**src/rtl/ising_run_ctrl.sv**
```systemverilog
`default_nettype none
// ============================================================================
// Module      : ising_run_ctrl
// Description : Run sequencer for an N-oscillator Ising array. Owns the
//               coupling-weight register file, drives the array's weight
//               buses and active-low reset, and runs one solve per start:
//               RESET -> RUN (settle) -> SAMPLE (phase vote vs osc 0) ->
//               REPORT (valid/ready spin vector).
//               Optional readback port enabled by ISING_CTRL_READBACK_EN.
// Revision    : 1.0 - initial release
// ============================================================================
module ising_run_ctrl #(
  parameter int N             = 3,
  parameter int WBITS         = 3,
  parameter int ZERO_W        = 2,
  parameter int RESET_CYCLES  = 100,
  parameter int RUN_CYCLES    = 1000,
  parameter int SAMPLE_CYCLES = 16,
  parameter int CNT_W         = 16
) (
  input  logic                      clk,
  input  logic                      rst,
  input  logic                      cfg_we,
  input  logic [$clog2(N*N)-1:0]    cfg_addr,
  input  logic [WBITS-1:0]          cfg_wdata,
`ifdef ISING_CTRL_READBACK_EN
  input  logic                      cfg_re,
  output logic [WBITS-1:0]          cfg_rdata,
  output logic                      cfg_rvalid,
`endif
  input  logic                      start,
  output logic                      busy,
  output logic                      osc_rstn,
  output logic [N*N*WBITS-1:0]      weights_out,
  input  logic [N-1:0]              osc_out,
  output logic                      result_valid,
  input  logic                      result_ready,
  output logic [N-1:0]              result_spins
);

  localparam int                AW          = $clog2(N*N);
  localparam int                NE          = N * N;
  localparam int                MW          = $clog2(SAMPLE_CYCLES + 1);
  localparam logic [WBITS-1:0]  ZW          = WBITS'(ZERO_W);
  localparam logic [MW-1:0]     HALF        = MW'(SAMPLE_CYCLES / 2);
  localparam logic [CNT_W-1:0]  RESET_LAST  = CNT_W'(RESET_CYCLES - 1);
  localparam logic [CNT_W-1:0]  RUN_LAST    = CNT_W'(RUN_CYCLES - 1);
  localparam logic [CNT_W-1:0]  SAMPLE_LAST = CNT_W'(SAMPLE_CYCLES - 1);

  typedef enum logic [2:0] {
    ST_IDLE   = 3'd0,
    ST_RESET  = 3'd1,
    ST_RUN    = 3'd2,
    ST_SAMPLE = 3'd3,
    ST_REPORT = 3'd4
  } state_t;

  state_t                  state_q, state_d;
  logic [CNT_W-1:0]        cnt_q, cnt_d;
  logic [MW-1:0]           match_q [1:N-1];
  logic [MW-1:0]           match_d [1:N-1];
  logic [N-1:0]            spins_q, spins_d;
  logic [N-1:0]            osc_meta_q, osc_meta_d;
  logic [N-1:0]            osc_sync_q, osc_sync_d;
  logic [NE*WBITS-1:0]     weights_q, weights_d;
  logic                    wr_en;

  // Two-stage synchronizer for the free-running oscillator outputs
  always_comb begin
    osc_meta_d = osc_out;
    osc_sync_d = osc_meta_q;
  end

  // Weight file: writes land only while idle, so a run sees frozen weights
  always_comb begin
    wr_en     = cfg_we && (state_q == ST_IDLE);
    weights_d = weights_q;
    for (int k = 0; k < NE; k++) begin
      if (wr_en && (cfg_addr == AW'(k))) begin
        weights_d[k*WBITS +: WBITS] = cfg_wdata;
      end
    end
  end

  // Sequencer next-state, phase-match counting and spin decision
  always_comb begin
    state_d = state_q;
    cnt_d   = cnt_q;
    match_d = match_q;
    spins_d = spins_q;
    case (state_q)
      ST_IDLE: begin
        if (start) begin
          state_d = ST_RESET;
          cnt_d   = '0;
          for (int i = 1; i < N; i++) match_d[i] = '0;
        end
      end
      ST_RESET: begin
        if (cnt_q == RESET_LAST) begin
          state_d = ST_RUN;
          cnt_d   = '0;
        end else begin
          cnt_d = cnt_q + CNT_W'(1);
        end
      end
      ST_RUN: begin
        if (cnt_q == RUN_LAST) begin
          state_d = ST_SAMPLE;
          cnt_d   = '0;
        end else begin
          cnt_d = cnt_q + CNT_W'(1);
        end
      end
      ST_SAMPLE: begin
        for (int i = 1; i < N; i++) begin
          match_d[i] = match_q[i] + MW'(osc_sync_q[i] == osc_sync_q[0]);
        end
        if (cnt_q == SAMPLE_LAST) begin
          // Decide from the counts including this final sample; ties give 0
          state_d    = ST_REPORT;
          cnt_d      = '0;
          spins_d[0] = 1'b1;
          for (int i = 1; i < N; i++) spins_d[i] = (match_d[i] > HALF);
        end else begin
          cnt_d = cnt_q + CNT_W'(1);
        end
      end
      ST_REPORT: begin
        if (result_ready) state_d = ST_IDLE;
      end
      default: state_d = ST_IDLE;
    endcase
  end

  // State, counters, synchronizer and weight registers
  always_ff @(posedge clk) begin
    if (rst) begin
      state_q    <= ST_IDLE;
      cnt_q      <= '0;
      spins_q    <= '0;
      osc_meta_q <= '0;
      osc_sync_q <= '0;
      weights_q  <= {NE{ZW}};
      for (int i = 1; i < N; i++) match_q[i] <= '0;
    end else begin
      state_q    <= state_d;
      cnt_q      <= cnt_d;
      spins_q    <= spins_d;
      osc_meta_q <= osc_meta_d;
      osc_sync_q <= osc_sync_d;
      weights_q  <= weights_d;
      for (int i = 1; i < N; i++) match_q[i] <= match_d[i];
    end
  end

  assign busy         = (state_q != ST_IDLE);
  assign osc_rstn     = (state_q == ST_RUN) || (state_q == ST_SAMPLE);
  assign result_valid = (state_q == ST_REPORT);
  assign result_spins = spins_q;
  assign weights_out  = weights_q;

`ifdef ISING_CTRL_READBACK_EN
  logic [WBITS-1:0] rdata_q, rdata_d;
  logic             rvalid_q, rvalid_d;

  // Readback mux; reads the pre-write value when a write hits the same cycle
  always_comb begin
    rvalid_d = cfg_re;
    rdata_d  = '0;
    if (cfg_re) begin
      for (int k = 0; k < NE; k++) begin
        if (cfg_addr == AW'(k)) rdata_d = weights_q[k*WBITS +: WBITS];
      end
    end
  end

  // Readback response registers
  always_ff @(posedge clk) begin
    if (rst) begin
      rdata_q  <= '0;
      rvalid_q <= 1'b0;
    end else begin
      rdata_q  <= rdata_d;
      rvalid_q <= rvalid_d;
    end
  end

  assign cfg_rdata  = rdata_q;
  assign cfg_rvalid = rvalid_q;
`endif

endmodule
`default_nettype wire

```
**config.mk**
```make
export PLATFORM = sky130hd
export DESIGN_NAME = ising_run_ctrl
export DESIGN_NICKNAME = d
export VERILOG_FILES = /design/src/rtl/ising_run_ctrl.sv
export SDC_FILE = /design/constraint.sdc
export NUM_CORES = 1
export LEC_CHECK = 0
export ABC_AREA = 1
export BUFFER_PORTS_ARGS = -buffer_cell sky130_fd_sc_hd__buf_2
export CAP_MARGIN = 20
export CORE_UTILIZATION = 50
export DETAILED_ROUTE_END_ITERATION = 6
export PLACE_DENSITY = 0.77
export SYNTH_ARGS = -nofsm -noshare
export SYNTH_HDL_FRONTEND = slang
export SYNTH_SLANG_ARGS = --single-unit
```
**constraint.sdc**
```tcl
create_clock -name clk -period 1.6 [get_ports clk]
set_clock_uncertainty 0.1 [all_clocks]
set_input_delay 0.08 -clock clk [delete_from_list [all_inputs] [get_ports clk]]
set_output_delay 0.08 -clock clk [all_outputs]
set_load 0.01 [all_outputs]
```
==> summary.md <==
| Metric | Value |
|---|---|
| Iteration-0 DRC Markers | `153` |
| DRT Pass-1 Iters | `4` |
| CP Launch Type | `flip-flop` |
| Core area | `5640 sq um` |
| Max Slew Vio Count | `0` |
| Largest stage delay, worst path | `0.33 ns` |
| CP Class | `reg -> reg` |
| Routed vias/inst | `5.09` |
| Clock transition at path regs | `0.07 ns` |
| Final period util | `1.08` |
| CP Cell Sequence | `xnor2_2 > ha_2 > ha_4 > nand3_2 > xor2_1 > or2_2 > a21oi_1` |
| VDD IR max | `663 uV` |
| Final Hold Viols | `0` |
| Status | `complete, but fails checks` |
| Gate power share | `0.322` |
| WP data arrival | `1.90 ns` |
| Maxcap violations | `0` |
| Post-route ant nets | `0` |
| CTS Sinks | `65` |
| Cell variety after synth | `33` |
| Most frequent cells in the layout | `nor2_1 (76), nand2_1 (63), dfxtp_1 (56)` |
| Starting Density | `0.530` |
| First-pass GRT wire length | `11900 um` |
| Fmax | `0.576 GHz` |
| Setup ws final | `-0.135 ns` |
| HPWL after DPL | `5070 um` |
| Min-Delay Path Class | `in -> reg` |
| Post-layout util | `0.731` |
| Final weighted congestion in routability-driven placement | `0.867` |
| Post-synthesis sequential area ratio | `0.435` |
| Syn Area/Cell | `7.28 sq um` |
| Power Density | `1120 nW/um^2` |
| Chip height | `79.4 um` |
| Row cnt | `27` |
| DP Area | `3630 sq um` |
| Mapped Area | `2990 sq um` |
| Max Buffers Root-to-Sink | `2` |
| Tmin final | `1.74 ns` |
| Initial antenna violation count | `0` |
| Post-synthesis cell count | `411` |
| Yosys warns | `0` |
| CTS tree | `done` |
| Flop2flop setup slack | `-0.14 ns` |
| Final #Nets | `531` |
| CP required | `1.77 ns` |
| Sw frac | `0.333` |
| Die area | `6300 sq um` |
| Vias in the first global route | `2749` |
| Switch Pwr | `1.54 mW` |
| Io pins | `48` |
| Pint | `3.09 mW` |
| Crit end category | `flip-flop` |
| FILL cells | `408` |
| DRC | `0` |
| Sequential share of power | `0.389` |
| FFs w/ async S/R, synth | `0` |
| Commonest non-fill, non-tap cell in the layout | `nor2_1` |
| Gr ovfl total | `0` |
| EDFF count, synth | `0` |
| Buffers added on ports | `47` |
| Post-Route WL | `7770 um` |
| Clk Latency, worst-skew pair | `0.34 ns` |
| Antenna fix cells | `0` |
| Post-synth top flop | `dfxtp_1` |
| Num CTS Buffers | `9` |
| Failing checks | `setup timing` |
| RSZ-0062 raised after global routing | `yes` |
| Pre-CTS WS | `-0.0924 ns` |
| Slowest CP cell | `dfxtp_2` |
| Slew @ Worst Pin | `0.353 ns` |
| Yosys reg bits | `65` |
| Largest net degree at the start of global routing | `21` |
| Via count | `2985` |
| GRT Total Usage | `0.243` |
| H-tree level count | `3` |
| Routed len/inst | `13.2 um` |
| Area growth from synthesis to layout | `37.9%` |
| Slew margin rel. | `0.762` |
| Fin area | `4130 sq um` |
| LEAKAGE | `1.92 nW` |
| Worst Path Max Fanout | `2` |
| Die Wd | `79.4 um` |
| Syn nets | `431` |
| Final Setup Violations | `14` |
| Hold_ws | `0.0242 ns` |
| Layout cells sized above 1 | `0.351` |
| Clock Power Share | `0.290` |
| Root Driver | `clkbuf_8` |
-- cell usage after synthesis, types with 2 or more instances --
cell type | count | area (sq um)
nor2_1 | 88 | 330
nand2_1 | 69 | 259
dfxtp_1 | 65 | 1300
inv_1 | 46 | 173
o21ai_0 | 26 | 130
nand3_1 | 22 | 110
a21oi_1 | 16 | 80.1
nor2_2 | 11 | 68.8
o211ai_1 | 9 | 67.6
xnor2_1 | 7 | 61.3
xor2_1 | 7 | 61.3
ha_1 | 5 | 62.6
clkbuf_1 | 4 | 15.0
inv_2 | 3 | 11.3
nand2_2 | 3 | 18.8
nor3_1 | 3 | 15.0
or2_2 | 3 | 18.8
buf_1 | 2 | 7.51
buf_2 | 2 | 10.0
buf_6 | 2 | 22.5
clkinv_1 | 2 | 7.51
nand4_1 | 2 | 12.5
nor2_4 | 2 | 22.5
nor3_4 | 2 | 32.5
o21bai_1 | 2 | 15.0
-- logic make-up (layout without fill, tap and decap cells) --
kind of cell    Yosys count  in the layout  share of synthesized area
fa+ha+maj                 5              5                     0.0209
mux                       1              1                    0.00335
flops                    65             65                      0.435
simple gates            207            207                      0.303
compound gates           58             58                      0.115
buf+inv                  61            165                     0.0824
xor+xnor                 14             14                     0.0410
-- layer usage --
metal,GRT usage,share of wire,vias up
li1,-,-,1496
met1,0.281,0.44,1378
met2,0.410,0.49,99
met3,0.0828,0.060,12
met4,0.0982,0.012,0
met5,0,0,-
-- worst max-delay path: cells and delay by family, from the launching register on --
kind / cells / cell delay [ns]
DFF: 1 / 0.33
and+or+nand+nor: 2 / 0.37
xor gates and xnor gates: 2 / 0.32
AOI/OAI and AO/OA: 1 / 0.15
adders and majority gates: 2 / 0.40
-- area by class of cell --
class / count / area, sq um / area share
Sequential cell: 65 / 1320 / 0.319
Tap cell: 72 / 90.1 / 0.0218
Timing Repair Buffer: 99 / 688 / 0.167
Multi-Input combinational cell: 285 / 1650 / 0.400
Inverter: 51 / 194 / 0.0470
Clock buffer: 10 / 128 / 0.0309
Clock inverter: 5 / 57.6 / 0.0140
-- path summary, 6_finish.rpt --
check	from	endpoint	depth (start not counted)
worst max-delay path	osc_sync_q[1]	match_q[9]	7
worst min-delay path	cfg_wdata[2]	weights_out[14]	3
worst max register to register	osc_sync_q[1]	match_q[9]	7
worst min register to register	osc_meta_q[1]	osc_sync_q[1]	2
-- power groups by stage --
stage / sequential, mW / clock [mW] / combinational (mW)
4_1_cts: 1.77 / 1.36 / 1.24
3_3_place_gp: 1.80 / 0 / 1.19
5_1_grt: 1.81 / 1.42 / 1.61
2_1_floorplan: 1.81 / 0 / 0.703
6_report: 1.80 / 1.34 / 1.49
3_5_place_dp: 1.81 / 0 / 1.22
-- flip-flops by register name (all words and copies together) (netlist names) --
signal	count
state_q	3
cnt_q	16
result_spins	3
osc_sync_q	3
osc_meta_q	3
weights_out	27
match_q	10
-- stage by stage --
step,total power [mW],cells,setup TNS (ns)
3_5_place_dp,3.02,563,-1.15
3_3_place_gp,2.99,563,-0.441
5_1_grt,4.84,587,-3.89
2_1_floorplan,2.52,411,-0.170
6_report,4.63,587,-1.21
4_1_cts,4.38,584,-0.264
-- what timing repair did --
action	4_1_cts	5_1_grt
hold endpoints to repair	8	0
setup endpoints to repair	25	59
buffers inserted	1	2
resized for setup	12	52
gates cloned	0	1
pin swaps	2	10
hold buffers	5	0
Note: power is estimated with default switching activity, not from simulation.
